`config.mk`:
```
export PLATFORM = sky130hd
export DESIGN_NAME = fifo_block_packer_flat
export DESIGN_NICKNAME = d
export VERILOG_FILES = /design/src/rtl/fifo_block_packer_if.sv /design/src/rtl/fifo_block_packer.sv /design/src/flat_wrapper.sv
export SDC_FILE = /design/constraint.sdc
export NUM_CORES = 1
export LEC_CHECK = 0
export BUFFER_PORTS_ARGS = -buffer_cell sky130_fd_sc_hd__clkbuf_2
export CAP_MARGIN = 40
export CORE_MARGIN = 5
export CORE_UTILIZATION = 57
export CTS_CLUSTER_DIAMETER = 120
export DETAILED_ROUTE_END_ITERATION = 10
export GPL_TIMING_DRIVEN = 0
export PLACE_DENSITY = 0.85
export SETUP_SLACK_MARGIN = 0.3
export SLEW_MARGIN = 5
export SYNTH_ARGS = -nofsm -noshare
export SYNTH_HDL_FRONTEND = slang
export SYNTH_SLANG_ARGS = --single-unit
```
`constraint.sdc`:
```
create_clock -name clk -period 6.5 [get_ports clk]
set_input_delay 0.65 -clock clk [delete_from_list [all_inputs] [get_ports clk]]
set_output_delay 0.65 -clock clk [all_outputs]
set_load 0.03 [all_outputs]
```
`src/rtl/fifo_block_packer_if.sv`:
```
// Read-side bus of the store-buffer FIFO packer: FIFO pop port, flush
// request and the wide block valid/ready handshake towards the crypto core.
interface fifo_block_packer_if #(
    parameter int DATA_WIDTH      = 32,
    parameter int WORDS_PER_BLOCK = 4
);
    localparam int CNT_W = $clog2(WORDS_PER_BLOCK + 1);

    logic [DATA_WIDTH-1:0]                 fifo_rd_data_i;
    logic                                  fifo_empty_i;
    logic                                  fifo_rd_en_o;
    logic                                  flush_i;
    logic [DATA_WIDTH*WORDS_PER_BLOCK-1:0] blk_data_o;
    logic [CNT_W-1:0]                      blk_nwords_o;
    logic                                  blk_valid_o;
    logic                                  blk_ready_i;

    // Packer side
    modport master (
        input  fifo_rd_data_i, fifo_empty_i, flush_i, blk_ready_i,
        output fifo_rd_en_o, blk_data_o, blk_nwords_o, blk_valid_o
    );

    // FIFO / crypto-core side
    modport slave (
        output fifo_rd_data_i, fifo_empty_i, flush_i, blk_ready_i,
        input  fifo_rd_en_o, blk_data_o, blk_nwords_o, blk_valid_o
    );
endinterface

```
`src/rtl/fifo_block_packer.sv`:
```
// Pops words from the FIFO's registered read port (one per cycle, fully
// pipelined) and packs WORDS_PER_BLOCK of them into one wide block. A flush
// emits the current partial block zero-padded; empty flushes are dropped.
module fifo_block_packer #(
    parameter int DATA_WIDTH      = 32,
    parameter int WORDS_PER_BLOCK = 4
) (
    input  logic                   clk,
    input  logic                   rst,
    fifo_block_packer_if.master    bus
);
    localparam int CNT_W = $clog2(WORDS_PER_BLOCK + 1);

    localparam logic [1:0] S_FILL  = 2'd0;
    localparam logic [1:0] S_DRAIN = 2'd1;
    localparam logic [1:0] S_OUT   = 2'd2;

    localparam logic [CNT_W-1:0] FULL_CNT = CNT_W'(WORDS_PER_BLOCK);

    logic [1:0]            state;
    logic [CNT_W-1:0]      wcnt;
    logic [CNT_W-1:0]      wcnt_inc;
    logic                  pend;
    logic                  flush_pend;
    logic                  blk_valid;
    logic [CNT_W-1:0]      blk_nwords;
    logic                  rd_en;
    logic [DATA_WIDTH-1:0] slot [WORDS_PER_BLOCK];

    // Pop gating: only in FILL, never on empty, and never more pops than
    // free slots counting the word still in flight.
    always_comb begin
        wcnt_inc = wcnt + CNT_W'(1);
        rd_en    = rst && (state == S_FILL) && !flush_pend && !bus.fifo_empty_i &&
                   (({1'b0, wcnt} + (CNT_W+1)'(pend)) < (CNT_W+1)'(WORDS_PER_BLOCK));
    end

    // Control FSM, word capture into slots, and block output registers.
    always_ff @(posedge clk) begin
        if (!rst) begin
            state      <= S_FILL;
            wcnt       <= '0;
            pend       <= 1'b0;
            flush_pend <= 1'b0;
            blk_valid  <= 1'b0;
            blk_nwords <= '0;
            for (int unsigned i = 0; i < WORDS_PER_BLOCK; i++) slot[i] <= '0;
        end else begin
            pend <= rd_en;
            case (state)
                S_FILL: begin
                    if (pend) begin
                        for (int unsigned i = 0; i < WORDS_PER_BLOCK; i++)
                            if (wcnt == CNT_W'(i)) slot[i] <= bus.fifo_rd_data_i;
                        wcnt <= wcnt_inc;
                    end
                    // A flush coinciding with the final capture stays latched
                    // and is handled after the full block is taken.
                    if (bus.flush_i) flush_pend <= 1'b1;
                    if (pend && (wcnt_inc == FULL_CNT)) begin
                        state      <= S_OUT;
                        blk_valid  <= 1'b1;
                        blk_nwords <= FULL_CNT;
                    end else if (flush_pend || bus.flush_i) begin
                        state <= S_DRAIN;
                    end
                end
                S_DRAIN: begin
                    if (pend) begin
                        for (int unsigned i = 0; i < WORDS_PER_BLOCK; i++)
                            if (wcnt == CNT_W'(i)) slot[i] <= bus.fifo_rd_data_i;
                        wcnt <= wcnt_inc;
                    end else begin
                        flush_pend <= 1'b0;
                        if (wcnt != '0) begin
                            state      <= S_OUT;
                            blk_valid  <= 1'b1;
                            blk_nwords <= wcnt;
                        end else begin
                            state <= S_FILL;
                        end
                    end
                end
                S_OUT: begin
                    if (bus.flush_i) flush_pend <= 1'b1;
                    if (blk_valid && bus.blk_ready_i) begin
                        state     <= S_FILL;
                        blk_valid <= 1'b0;
                        wcnt      <= '0;
                        for (int unsigned i = 0; i < WORDS_PER_BLOCK; i++) slot[i] <= '0;
                    end
                end
                default: state <= S_FILL;
            endcase
        end
    end

    // Flatten slots into the block bus, word 0 in the low bits.
    always_comb begin
        bus.blk_data_o = '0;
        for (int unsigned i = 0; i < WORDS_PER_BLOCK; i++)
            bus.blk_data_o[i*DATA_WIDTH +: DATA_WIDTH] = slot[i];
    end

    assign bus.fifo_rd_en_o = rd_en;
    assign bus.blk_valid_o  = blk_valid;
    assign bus.blk_nwords_o = blk_nwords;
endmodule

```
`src/flat_wrapper.sv`:
```
// flat-port wrapper written by rule: the top's interface ports become plain ports
module fifo_block_packer_flat 
#(
    parameter int DATA_WIDTH      = 32,
    parameter int WORDS_PER_BLOCK = 4
)
  (clk, rst, bus_fifo_rd_data_i, bus_fifo_empty_i, bus_flush_i, bus_blk_ready_i, bus_fifo_rd_en_o, bus_blk_data_o, bus_blk_nwords_o, bus_blk_valid_o);
  fifo_block_packer_if #(.DATA_WIDTH(DATA_WIDTH), .WORDS_PER_BLOCK(WORDS_PER_BLOCK)) bus_i ();
  input  logic clk;
  input  logic rst;
  input wire logic [$bits(bus_i.fifo_rd_data_i)-1:0] bus_fifo_rd_data_i;
  input wire logic [$bits(bus_i.fifo_empty_i)-1:0] bus_fifo_empty_i;
  input wire logic [$bits(bus_i.flush_i)-1:0] bus_flush_i;
  input wire logic [$bits(bus_i.blk_ready_i)-1:0] bus_blk_ready_i;
  output wire logic [$bits(bus_i.fifo_rd_en_o)-1:0] bus_fifo_rd_en_o;
  output wire logic [$bits(bus_i.blk_data_o)-1:0] bus_blk_data_o;
  output wire logic [$bits(bus_i.blk_nwords_o)-1:0] bus_blk_nwords_o;
  output wire logic [$bits(bus_i.blk_valid_o)-1:0] bus_blk_valid_o;
  assign bus_i.fifo_rd_data_i = bus_fifo_rd_data_i;
  assign bus_i.fifo_empty_i = bus_fifo_empty_i;
  assign bus_i.flush_i = bus_flush_i;
  assign bus_i.blk_ready_i = bus_blk_ready_i;
  assign bus_fifo_rd_en_o = bus_i.fifo_rd_en_o;
  assign bus_blk_data_o = bus_i.blk_data_o;
  assign bus_blk_nwords_o = bus_i.blk_nwords_o;
  assign bus_blk_valid_o = bus_i.blk_valid_o;
  fifo_block_packer #(.DATA_WIDTH(DATA_WIDTH), .WORDS_PER_BLOCK(WORDS_PER_BLOCK)) u_core (.clk(clk), .rst(rst), .bus(bus_i));
endmodule
```
# [Word-level counts from Yosys, hierarchy flattened]
# Memories as Yosys holds them, arrays and structs flattened.
# Cells that the tools add are included.
[word_totals] regBits=11 ram_bits=128 in_bits=37 output_inout_bits=133 wordCells=128 mem_count=1
[mem_list] name="u_core.slot" depth=4 width=32 rd=4 rd_clocked_by_memory_dff=0 wr=4 line_no="fifo_block_packer.sv:28" rtl="logic [DATA_WIDTH-1:0] slot [WORDS_PER_BLOCK];"
[op_classes] n_addsub=2 magnitude_cmp=1 n_eq_ne=13 muxes=70 bitwise_logic=12 n_reduce_logical=23
[op_table] cell="$mux 32" count=12
[op_table] cell="$mux 1" count=43
[op_table] cell="$mux 3" count=5
[op_table] cell="$or 1x1->1" count=12
[op_table] cell="$pmux 3 s2" count=2
[op_table] cell="$mux 2" count=5
[op_table] cell="$reduce_and 3->1" count=3
[op_table] cell="$ne 2x1->1 const B" count=4
[op_table] cell="$eq 3x2->1 const B" count=2
[op_table] cell="$logic_and 1x1->1" count=6
[op_table] cell="$pmux 2 s3" count=1
[op_table] cell="$reduce_bool 2->1" count=3
[op_table] cell="$reduce_bool 3->1" count=2
[op_table] cell="$reduce_and 5->1" count=1
[op_table] cell="$add 3x1->4" count=1
[op_table] cell="$lt 4x3->1 const B" count=1
[op_table] cell="$ne 2x2->1 const B" count=2
[op_table] cell="$reduce_and 4->1" count=1
[op_table] cell="$reduce_or 2->1" count=2
[op_table] cell="$add 3x1->3 const B" count=1
[op_table] cell="$eq 3x1->1 const B" count=1
[op_table] cell="$eq 3x3->1 const B" count=1
[op_table] cell="$logic_not 3->1" count=1
[op_table] cell="$ne 3x3->1 const B" count=1
[op_table] cell="other kinds (7)" count=8

# [Depth between registers and ports, before layout]
# Gate-level depths: netlist of the first run.
[depth] ltp_word=9 depth_mapped=6

# [Worst setup path before layout of the first run]
# OpenSTA, ideal clock, no wires.
[synth_timing] kind="input to register" start="in rst" end="mem u_core.slot[1][0] (enable)" setup_time_ns=0.433 t_arrival_ns=2.659 required_ns=6.067 slack_ns=3.408 stages=4 n_path_buf=1 path_cell_list="and4bb_1 buf_4 a21oi_1 o22ai_1"
[synth_rtl] element="start, declared" line_no="flat_wrapper.sv:10" rtl="input logic rst;"
[synth_rtl] element="end, declared" line_no="fifo_block_packer.sv:28"

# [Final worst setup path of the first run]
[layout_timing] start="reg u_core.state[0]" end="out bus_fifo_rd_en_o"
[layout_via] elab_chain_len=5
[layout_rtl] element="start, declared" line_no="fifo_block_packer.sv:20" rtl="logic [1:0] state;"
[layout_rtl] element="start signal, assigned" line_no="fifo_block_packer.sv:41" rtl="state <= S_FILL;"
[layout_rtl] element="start signal, assigned" line_no="fifo_block_packer.sv:61" rtl="state <= S_OUT;"
[layout_rtl] element="start signal, assigned" line_no="fifo_block_packer.sv:65" rtl="state <= S_DRAIN;"
[layout_rtl] element="$logic_not 2->1" line_no="fifo_block_packer.sv:34" rtl="rd_en = rst && (state == S_FILL) && !flush_pend && !bus.fifo_empty_i &&"
[layout_rtl] element="$logic_and 1x1->1 (4 in series)" line_no="fifo_block_packer.sv:34"
[layout_rtl] element="end, declared" line_no="flat_wrapper.sv:15" rtl="output wire logic [$bits(bus_i.fifo_rd_en_o)-1:0] bus_fifo_rd_en_o;"
# No other way between the ends.

==> impl_metrics.py, run 1 <==
metrics = {
    "status": {
        "outcome": "finished clean",
    },
    "pwr": {
        "p_int_mw": 1.61,
        "vdd.ir_drop.worst_uv": 152,
        "pwr-share-seq": 0.470,
        "switching_share": 0.274,
        "power.net_switching_mw": 0.606,
        "comb_power_share": 0.121,
        "powerDensity_nw_per_um2": 276,
        "power_leakage_nw": 3.30,
        "part_of_the_power_in_the_clock_network": 0.409,
    },
    "worst_setup_path": {
        "worst_setup_path_end_kind": "primary output",
        "worst-endpoint-required_ps": 5850,
        "critical_path.max_fanout": 10,
        "cpPeakStageDelay_ps": 300,
        "rr_worst_depth": 4,
        "setup.worst_path.end": "bus_fifo_rd_en_o",
        "timing.critical_path.cells": "buf_4, buf_2, nor4_1, nand2_1, a31oi_1, clkbuf_2",
        "regToRegEndpoint": "u_core.slot[3][4]",
        "critPathLaunch": "u_core.state[0]",
        "reg2reg_setup_slack_ps": 4090,
        "r2r-start": "u_core.pend",
        "critical_path_class": "reg -> out",
        "cpMaxStageDelayCell": "sky130_fd_sc_hd__dfxtp_1",
        "worstSetupStartpointType": "flop",
        "arrival_ps": 1920,
    },
    "final_layout": {
        "layout-drive-gt1-share": 0.461,
        "finalInstanceArea_um2": 8000,
        "finalNetCount": 689,
        "layout-area-overhead-vs-synth_pct": 26.4,
        "diodes": 0,
    },
    "routing": {
        "avgViaCountPerCell": 5.85,
        "route.detailed.wl_per_inst_um": 20.4,
        "antenna_left": 0,
        "drtPass1Iterations": 7,
        "drc": 0,
        "via_count": 4671,
        "finalWirelength_mm": 16.3,
        "iteration_0_drc_count_of_the_detailed_router": 367,
    },
    "job": {
        "cap_viol_max_count": 0,
    },
    "synth": {
        "synth_top_family_by_area": "compound AO/OA/AOI/OAI gates",
        "synth.mux.area_fraction": 0,
        "ys_ff_latch": 139,
        "yosysWarnings": 0,
        "syn-mean-instance-area_um2": 13.9,
        "synth_top_cells_by_area": "sky130_fd_sc_hd__edfxtp_1 61%, sky130_fd_sc_hd__a211oi_2 12%, sky130_fd_sc_hd__dfxtp_1 3.5%",
        "async_flop_share": 0,
        "syn_area_um2": 6330,
        "xor_xnor_share_of_the_synthesized_area": 0,
        "synthesis.nets": 498,
        "synth.yosys.seq_area_share": 0.642,
        "synthesized_area_fraction_occupied_by_ao_oa_aoi_and_oai_cells": 0.188,
        "netlist-cell-type-count": 47,
        "yosys_most_used_dff": "sky130_fd_sc_hd__edfxtp_1",
        "synth_area_leader_cell": "sky130_fd_sc_hd__edfxtp_1",
        "synth_simple_gate_area_frac": 0.0956,
        "synth_top_area_frac": 0.607,
        "synth_edf_count": 128,
        "synthCells": 455,
        "synth_fa_ha_area_frac": 0.0119,
    },
    "timing": {
        "slew_headroom": 0.402,
        "final_period_minus_worst_setup_slack_ps": 2570,
        "final-max-slew-violation-count": 0,
        "max_slew.worst_pin.slew_ps": 898,
        "hold_viol": 0,
        "fin_worst_skew_ps": 10.7,
        "max_freq_mhz": 389,
        "setup_viol": 0,
        "post_route_clock_period_utilization": 0.396,
        "grt_setup_unrepaired": "no",
        "fin_tns_setup_ps": 0,
        "final.hold.worst_slack_ps": 406,
    },
    "floorplanning": {
        "core_um2": 10900,
        "fp.dieH_um": 115,
        "start_util": 0.582,
        "floorplan.rows": 38,
        "boundaryPins": 170,
        "die_w_um": 115,
        "full_die_area_um2": 13300,
    },
    "clock_network": {
        "cts_root_buf": "sky130_fd_sc_hd__clkbuf_8",
        "cts_made_buffers": 17,
        "ctsResizeCount": 0,
        "cts_tree": "done",
        "clk_path_buf_depth": 2,
        "cts_setup_buffers": 0,
        "clock_latency_ps": 520,
        "cts.hold.buffers_added": 0,
        "cts.reportedPaths.clkPinSlew_ps": 60,
        "cts_htree_levels": 4,
        "cts_num_sinks": 139,
    },
    "placed_design": {
        "gp_congestion": 0.887,
        "detailed_place_hpwl_mm": 11.2,
        "portBuffers": 169,
        "placedInstanceArea_um2": 7450,
    },
    "grt": {
        "antenna_found_initial": 0,
        "grt_usage": 0.249,
        "first_global_vias": 4665,
        "globalRoute.totalOverflow": 0,
        "global_route_wire_length_before_repair_mm": 25.1,
        "maximum_number_of_pins_on_one_net_before_global_route_repair": 33,
    },
    "worst_hold_path": {
        "min-delay-path-class": "in -> reg",
    },
}
[per-layer routing]
metal	track usage	routed length (µm)
met5	0	0
met4	0.0798	290
met3	0.0658	1400
met2	0.412	8390
met1	0.321	6190
[worst max-delay path, delay by kind of cell (launching register included)]
family	cells	cell delay [ps]
AND/OR/NAND/NOR	2	350
buffers and inverters	3	580
AO/OA/AOI/OAI	1	180
flip-flops	1	300
[cell usage after synthesis, types with 2 or more instances]
library cell and n:
sky130_fd_sc_hd__o22ai_1 2, sky130_fd_sc_hd__and2_1 33, sky130_fd_sc_hd__nand2_1 7, sky130_fd_sc_hd__buf_6 7, sky130_fd_sc_hd__o21a_1 3, sky130_fd_sc_hd__and3_1 4, sky130_fd_sc_hd__dfxtp_1 11, sky130_fd_sc_hd__edfxtp_1 128
sky130_fd_sc_hd__buf_4 8, sky130_fd_sc_hd__nand2b_1 5, sky130_fd_sc_hd__ha_1 6, sky130_fd_sc_hd__a21o_1 2, sky130_fd_sc_hd__clkbuf_1 8, sky130_fd_sc_hd__a211oi_2 62, sky130_fd_sc_hd__a211oi_1 2, sky130_fd_sc_hd__nor2b_1 5
sky130_fd_sc_hd__nand3_1 36, sky130_fd_sc_hd__o211ai_1 2, sky130_fd_sc_hd__a32o_1 2, sky130_fd_sc_hd__nand3b_1 2, sky130_fd_sc_hd__nor3_1 2, sky130_fd_sc_hd__a21oi_1 35, sky130_fd_sc_hd__inv_1 39, sky130_fd_sc_hd__buf_2 16
sky130_fd_sc_hd__nor2_1 4, sky130_fd_sc_hd__a31oi_1 3
[cell type report]
| class | count | area (µm²) |
|---|---|---|
| Buffer | 40 | 253 |
| Clock buffer | 17 | 414 |
| Clock inverter | 15 | 139 |
| Fill cell | 676 | 2880 |
| Inverter | 39 | 146 |
| Multi-Input combinational cell | 237 | 1880 |
| Sequential cell | 139 | 4060 |
| Tap cell | 140 | 175 |
| Timing Repair Buffer | 172 | 928 |
[stage by stage]
step	std cells	utilization	total power [mW]	setup slack (ps)
2_1_floorplan	455	-	1.23	3410
3_3_place_gp	764	0.675	1.31	2410
3_5_place_dp	767	0.684	1.32	4030
4_1_cts	799	0.735	2.22	3920
5_1_grt	799	0.735	2.28	3840
6_report	799	0.735	2.21	3930
[sequential cells by signal, summed over array words and instances, names as in the netlist]
signal and count:
u_core.bus.blk_nwords_o 3, u_core.pend 1, u_core.flush_pend 1, u_core.bus.blk_valid_o 1, u_core.wcnt 3, u_core.slot 128, u_core.state 2
[layout by cell type (no fill, tap or decap), types with 11 or more instances in the layout]
cell type	n
sky130_fd_sc_hd__clkbuf_2	169
sky130_fd_sc_hd__edfxtp_1	128
sky130_fd_sc_hd__a211oi_2	62
sky130_fd_sc_hd__inv_1	39
sky130_fd_sc_hd__nand3_1	36
sky130_fd_sc_hd__a21oi_1	35
sky130_fd_sc_hd__and2_1	33
sky130_fd_sc_hd__buf_2	16
sky130_fd_sc_hd__clkbuf_16	16
sky130_fd_sc_hd__dfxtp_1	11
[power groups by stage]
stage | combinational [mW] | sequential (mW) | clock [mW]
floorplan | 0.0884 | 1.14 | 0
global placement | 0.251 | 1.06 | 0
detailed placement | 0.264 | 1.06 | 0
CTS | 0.268 | 1.04 | 0.909
global route | 0.282 | 1.04 | 0.949
finish | 0.267 | 1.04 | 0.906
[worst min-delay path by stage]
stage,from,end,slack [ps],cells past startpoint
5_1_grt,bus_flush_i,u_core.flush_pend,420,3
4_1_cts,bus_flush_i,u_core.flush_pend,390,3
2_1_floorplan,u_core.flush_pend,u_core.flush_pend,490,2
3_5_place_dp,u_core.bus.blk_nwords_o[2],u_core.bus.blk_nwords_o[2],470,1
6_report,bus_flush_i,u_core.flush_pend,410,3
3_3_place_gp,u_core.bus.blk_nwords_o[2],u_core.bus.blk_nwords_o[2],470,1
[logic make-up (layout without fill, tap and decap cells)]
group | after synthesis | after routing
buffers and inverters | 79 | 283
flip-flops | 139 | 139
adder cells (fa/ha/maj) | 6 | 6
AND/OR/NAND/NOR | 105 | 105
AO/OA/AOI/OAI | 126 | 126
No activity file was read; power rests on OpenSTA's default activity.
==> inputs of run 2 (changes only) <==
--- a/config.mk
+++ b/config.mk
@@ -8,11 +8,11 @@
 export BUFFER_PORTS_ARGS = -buffer_cell sky130_fd_sc_hd__clkbuf_2
 export CAP_MARGIN = 40
 export CORE_MARGIN = 5
-export CORE_UTILIZATION = 57
+export CORE_UTILIZATION = 53
 export CTS_CLUSTER_DIAMETER = 120
 export DETAILED_ROUTE_END_ITERATION = 10
 export GPL_TIMING_DRIVEN = 0
-export PLACE_DENSITY = 0.85
+export PLACE_DENSITY = 0.79
 export SETUP_SLACK_MARGIN = 0.3
 export SLEW_MARGIN = 5
 export SYNTH_ARGS = -nofsm -noshare
==> constraint.sdc (replaced) <==
create_clock -name clk -period 2.7 [get_ports clk]
set_input_delay 0.27 -clock clk [delete_from_list [all_inputs] [get_ports clk]]
set_output_delay 0.27 -clock clk [all_outputs]
set_load 0.03 [all_outputs]
==> run 2 against run 1 <==
  * Global-route usage shrank 2.0 points
  * Largest power group unchanged
  * Worst hold slack worse by 270 ps
  * Critical endpoint is now u_core.slot[2][8]
  * Setup slack worse by 3500 ps
  * Final cell count is 0.75% higher
  * Sequential share of layout area about the same
  * Critical path type is now reg -> reg
  * Combinational power is 140% higher
  * Clock skew fell by 6.7 ps
  * First-iteration DRC count is 6.8% lower
  * Sequential power rose by 140%
  * Routed wire length shrank 0.98%
  * Highest routed layer unchanged
  * Critical path depth fell by 2
  * Non-clock buffer count decreased by 1
==> impl_metrics.py, run 2 (same netlist as run 1, synthesis figures left out) <==
metrics = {
    "timing": {
        "hold_viol": 0,
        "setup_viol": 0,
        "fin_tns_setup_ps": 0,
        "slew_headroom": 0.397,
        "post_route_clock_period_utilization": 0.851,
        "fin_worst_skew_ps": 4.07,
        "max_slew.worst_pin.slew_ps": 904,
        "max_freq_mhz": 435,
        "grt_setup_unrepaired": "no",
        "final_period_minus_worst_setup_slack_ps": 2300,
        "setup_slack_ps": 404,
        "final-max-slew-violation-count": 0,
    },
    "grt": {
        "antenna_found_initial": 0,
        "globalRoute.totalOverflow": 0,
        "first_global_vias": 4678,
        "global_route_wire_length_before_repair_mm": 25.2,
        "grt_usage": 0.229,
        "maximum_number_of_pins_on_one_net_before_global_route_repair": 33,
    },
    "clock_network": {
        "cts_num_sinks": 139,
        "cts_made_buffers": 17,
        "cts_root_buf": "sky130_fd_sc_hd__clkbuf_16",
        "cts_tree": "done",
        "cts.hold.buffers_added": 0,
        "cts_htree_levels": 4,
        "cts_setup_buffers": 0,
        "clk_path_buf_depth": 2,
        "cts.reportedPaths.clkPinSlew_ps": 60,
        "clock_latency_ps": 420,
        "ctsResizeCount": 0,
    },
    "placed_design": {
        "gp_congestion": 0.844,
        "placedInstanceArea_um2": 7430,
        "post-place-ws_ps": 412,
        "portBuffers": 169,
        "detailed_place_hpwl_mm": 11.3,
    },
    "floorplanning": {
        "start_util": 0.534,
        "floorplan.rows": 40,
        "fp.dieH_um": 119,
        "full_die_area_um2": 14200,
        "boundaryPins": 170,
        "die_w_um": 119,
        "core_um2": 11900,
    },
    "final_layout": {
        "seq_area_um2": 4060,
        "most_frequent_cells_in_the_layout": "169 x sky130_fd_sc_hd__clkbuf_2, 128 x sky130_fd_sc_hd__edfxtp_1, 62 x sky130_fd_sc_hd__a211oi_2",
        "largest-register": "u_core.slot",
        "layout-area-overhead-vs-synth_pct": 26.3,
        "max_ffs_per_register": 128,
        "layout-drive-gt1-share": 0.456,
        "diodes": 0,
        "fill_cells": 848,
        "finalNetCount": 688,
        "commonest_non_fill_non_tap_cell_in_the_layout": "sky130_fd_sc_hd__clkbuf_2",
        "utilization": 0.674,
        "finalInstanceArea_um2": 8000,
        "multiInputGateArea_um2": 1890,
    },
    "worst_hold_path": {
        "min-delay-path-class": "in -> reg",
    },
    "routing": {
        "iteration_0_drc_count_of_the_detailed_router": 342,
        "finalWirelength_mm": 16.1,
        "via_count": 4593,
        "drc": 0,
        "drtPass1Iterations": 5,
        "route.detailed.wl_per_inst_um": 20.0,
        "antenna_left": 0,
        "avgViaCountPerCell": 5.71,
    },
    "status": {
        "outcome": "finished clean",
    },
    "worst_setup_path": {
        "critical_path.max_fanout": 32,
        "reg2reg_setup_slack_ps": 400,
        "worst_setup_path_end_kind": "flop",
        "critical_path_class": "reg -> reg",
        "worst-endpoint-required_ps": 2740,
        "arrival_ps": 2340,
        "worstSetupStartpointType": "flop",
    },
    "job": {
        "cap_viol_max_count": 0,
    },
    "pwr": {
        "tot_pwr_mw": 5.35,
        "vdd.ir_drop.worst_uv": 383,
        "power_leakage_nw": 3.28,
        "powerDensity_nw_per_um2": 669,
    },
}
## run 2: area by class of cell
| cell class | instances | area share |
|---|---|---|
| clock buffers | 19 | 0.0541 |
| well taps | 147 | 0.0230 |
| multi-input cells | 237 | 0.237 |
| clock inverters | 13 | 0.0158 |
| repair buffers | 171 | 0.113 |
| flip-flops and latches | 139 | 0.508 |
| inverters | 39 | 0.0183 |
| plain buffers | 40 | 0.0316 |
## run 2: layer usage
layer	share of wire	up-vias	GRT usage	wire, µm
li1	-	2102	-	-
met1	0.40	2245	0.282	6420
met2	0.51	218	0.391	8220
met3	0.074	28	0.0589	1190
met4	0.017	0	0.0802	280
met5	0	-	0	0
## run 2: worst paths after layout
path	startpoint	cells past startpoint	end
hold / removal	bus_flush_i	3	u_core.flush_pend
setup / recovery	u_core.wcnt[0]	4	u_core.slot[2][8]
setup reg to reg	u_core.wcnt[0]	4	u_core.slot[2][8]
hold reg to reg	u_core.bus.blk_nwords_o[2]	1	u_core.bus.blk_nwords_o[2]
## run 2: worst max-delay path, cell delays in order (launching register included)
cell and delay (ps):
sky130_fd_sc_hd__dfxtp_1 390, sky130_fd_sc_hd__ha_1 240, sky130_fd_sc_hd__ha_1 250, sky130_fd_sc_hd__nand2_1 230, sky130_fd_sc_hd__a31o_2 790
## run 2: power by group
| part | switching, mW | leakage, nW | internal, mW |
|---|---|---|---|
| registers | 0.0441 | 1.41 | 2.46 |
| logic | 0.465 | 1.61 | 0.171 |
| clock network | 0.864 | 0.264 | 1.35 |
| total | 1.37 | 3.28 | 3.98 |
## run 2: metrics by stage
step                instances  hold WS [ps]
finish                    805           140
global route              805           165
detailed placement        773           504
global placement          771           487
floorplan                 455           436
CTS                       805           124
==> inputs of run 3 (changes only) <==
==> constraint.sdc (replaced) <==
create_clock -name clk -period 2.7 [get_ports clk]
set_input_delay 0.405 -clock clk [delete_from_list [all_inputs] [get_ports clk]]
set_output_delay 0.405 -clock clk [all_outputs]
set_load 0.03 [all_outputs]
==> run 3 against run 2 <==
  * Maximum frequency is 0.28% lower
  * Sequential share of layout area is 0.056 points lower
  * Non-clock buffer count stayed put
  * Via count rose by 0.17%
  * Setup slack lost 6.5 ps
  * Critical path depth rose by 2
  * Routed wire length is 0.14% higher
  * Total power increased by 0.16%
  * Critical endpoint is now bus_fifo_rd_en_o
==> impl_metrics.py, run 3 (same netlist as run 1, synthesis figures left out) <==
metrics = {
    "status": {
        "outcome": "finished clean",
    },
    "routing": {
        "finalWirelength_mm": 16.1,
        "drtPass1Iterations": 5,
        "route.detailed.wl_per_inst_um": 20.0,
        "via_count": 4601,
        "avgViaCountPerCell": 5.72,
        "antenna_left": 0,
        "iteration_0_drc_count_of_the_detailed_router": 347,
        "drc": 0,
    },
    "floorplanning": {
        "core_um2": 11900,
        "floorplan.rows": 40,
        "full_die_area_um2": 14200,
        "boundaryPins": 170,
        "fp.dieH_um": 119,
        "start_util": 0.534,
        "die_w_um": 119,
    },
    "clock_network": {
        "cts_root_buf": "sky130_fd_sc_hd__clkbuf_16",
        "cts_num_sinks": 139,
        "cts_tree": "done",
        "cts_setup_buffers": 0,
        "cts.hold.buffers_added": 0,
        "cts_made_buffers": 17,
        "cts.reportedPaths.clkPinSlew_ps": 60,
        "cts_htree_levels": 4,
        "ctsResizeCount": 0,
        "clock_latency_ps": 420,
        "clk_path_buf_depth": 2,
    },
    "grt": {
        "first_global_vias": 4678,
        "global_route_wire_length_before_repair_mm": 25.2,
        "grt_usage": 0.229,
        "globalRoute.totalOverflow": 0,
        "antenna_found_initial": 0,
        "maximum_number_of_pins_on_one_net_before_global_route_repair": 33,
    },
    "final_layout": {
        "max_ffs_per_register": 128,
        "layout-drive-gt1-share": 0.457,
        "largest-register": "u_core.slot",
        "diodes": 0,
        "layout-area-overhead-vs-synth_pct": 26.4,
        "most_frequent_cells_in_the_layout": "168 x sky130_fd_sc_hd__clkbuf_2, 128 x sky130_fd_sc_hd__edfxtp_1, 62 x sky130_fd_sc_hd__a211oi_2",
        "commonest_non_fill_non_tap_cell_in_the_layout": "sky130_fd_sc_hd__clkbuf_2",
        "finalInstanceArea_um2": 8010,
        "finalNetCount": 688,
    },
    "placed_design": {
        "gp_congestion": 0.844,
        "placedInstanceArea_um2": 7430,
        "detailed_place_hpwl_mm": 11.3,
        "portBuffers": 169,
    },
    "worst_setup_path": {
        "worst_setup_path_end_kind": "primary output",
        "critical_path.max_fanout": 10,
        "critical_path_class": "reg -> out",
        "worst-endpoint-required_ps": 2300,
        "worstSetupStartpointType": "flop",
        "arrival_ps": 1900,
    },
    "pwr": {
        "switching_share": 0.258,
        "power_leakage_nw": 3.28,
        "powerDensity_nw_per_um2": 669,
        "comb_power_share": 0.119,
        "pwr-share-seq": 0.468,
        "part_of_the_power_in_the_clock_network": 0.413,
        "vdd.ir_drop.worst_uv": 385,
        "p_int_mw": 3.98,
        "power.net_switching_mw": 1.38,
    },
    "timing": {
        "grt_setup_unrepaired": "no",
        "fin_tns_setup_ps": 0,
        "final-max-slew-violation-count": 0,
        "hold_viol": 0,
        "final_period_minus_worst_setup_slack_ps": 2300,
        "fin_worst_skew_ps": 5.86,
        "final.hold.worst_slack_ps": 271,
        "setup_viol": 0,
        "max_slew.worst_pin.slew_ps": 885,
        "slew_headroom": 0.410,
        "post_route_clock_period_utilization": 0.853,
        "max_freq_mhz": 434,
    },
    "worst_hold_path": {
        "min-delay-path-class": "in -> reg",
    },
    "job": {
        "cap_viol_max_count": 0,
    },
}
run 3: critical path, stage by stage (launching register included):
cell,delay [ps]
sky130_fd_sc_hd__dfxtp_1,300
sky130_fd_sc_hd__buf_4,160
sky130_fd_sc_hd__buf_2,190
sky130_fd_sc_hd__nor4_2,280
sky130_fd_sc_hd__nand2_1,130
sky130_fd_sc_hd__a31oi_1,190
sky130_fd_sc_hd__clkbuf_4,220
run 3: final cells by class:
cell class	count	area [µm²]
inverters	39	146
repair buffers	171	903
flip-flops and latches	139	4060
well taps	147	184
plain buffers	40	253
multi-input cells	237	1900
clock inverters	13	126
fillers	850	3850
clock buffers	19	433
run 3: per-stage QoR:
| stage | total power, mW | worst slack [ps] | instances | utilization |
|---|---|---|---|---|
| 2_1_floorplan | 2.96 | 497 | 455 | - |
| 3_3_place_gp | 3.16 | -55.6 | 771 | 0.621 |
| 3_5_place_dp | 3.18 | 412 | 773 | 0.627 |
| 4_1_cts | 5.37 | 364 | 805 | 0.674 |
| 5_1_grt | 5.53 | 262 | 805 | 0.675 |
| 6_report | 5.36 | 397 | 805 | 0.675 |
run 3: layer usage:
layer / track usage / vias to the layer above / routed length, µm
met3: 0.0589 / 34 / 1190
met5: 0 / - / 0
met2: 0.391 / 224 / 8220
li1: - / 2101 / -
met4: 0.0802 / 0 / 293
met1: 0.282 / 2242 / 6420
run 3: final timing paths:
kind,start,end,slack [ps],depth (start not counted)
worst max-delay path,u_core.state[0],bus_fifo_rd_en_o,400,6
worst min-delay path,bus_flush_i,u_core.flush_pend,270,3
worst max register to register,u_core.wcnt[0],u_core.slot[2][8],420,4
worst min register to register,u_core.bus.blk_nwords_o[2],u_core.bus.blk_nwords_o[2],530,1
run 3: power groups by stage:
stage / logic [mW] / clock network (mW) / registers (mW)
2_1_floorplan: 0.213 / 0 / 2.75
5_1_grt: 0.677 / 2.34 / 2.51
3_3_place_gp: 0.608 / 0 / 2.55
6_report: 0.638 / 2.22 / 2.51
4_1_cts: 0.636 / 2.22 / 2.51
3_5_place_dp: 0.632 / 0 / 2.55
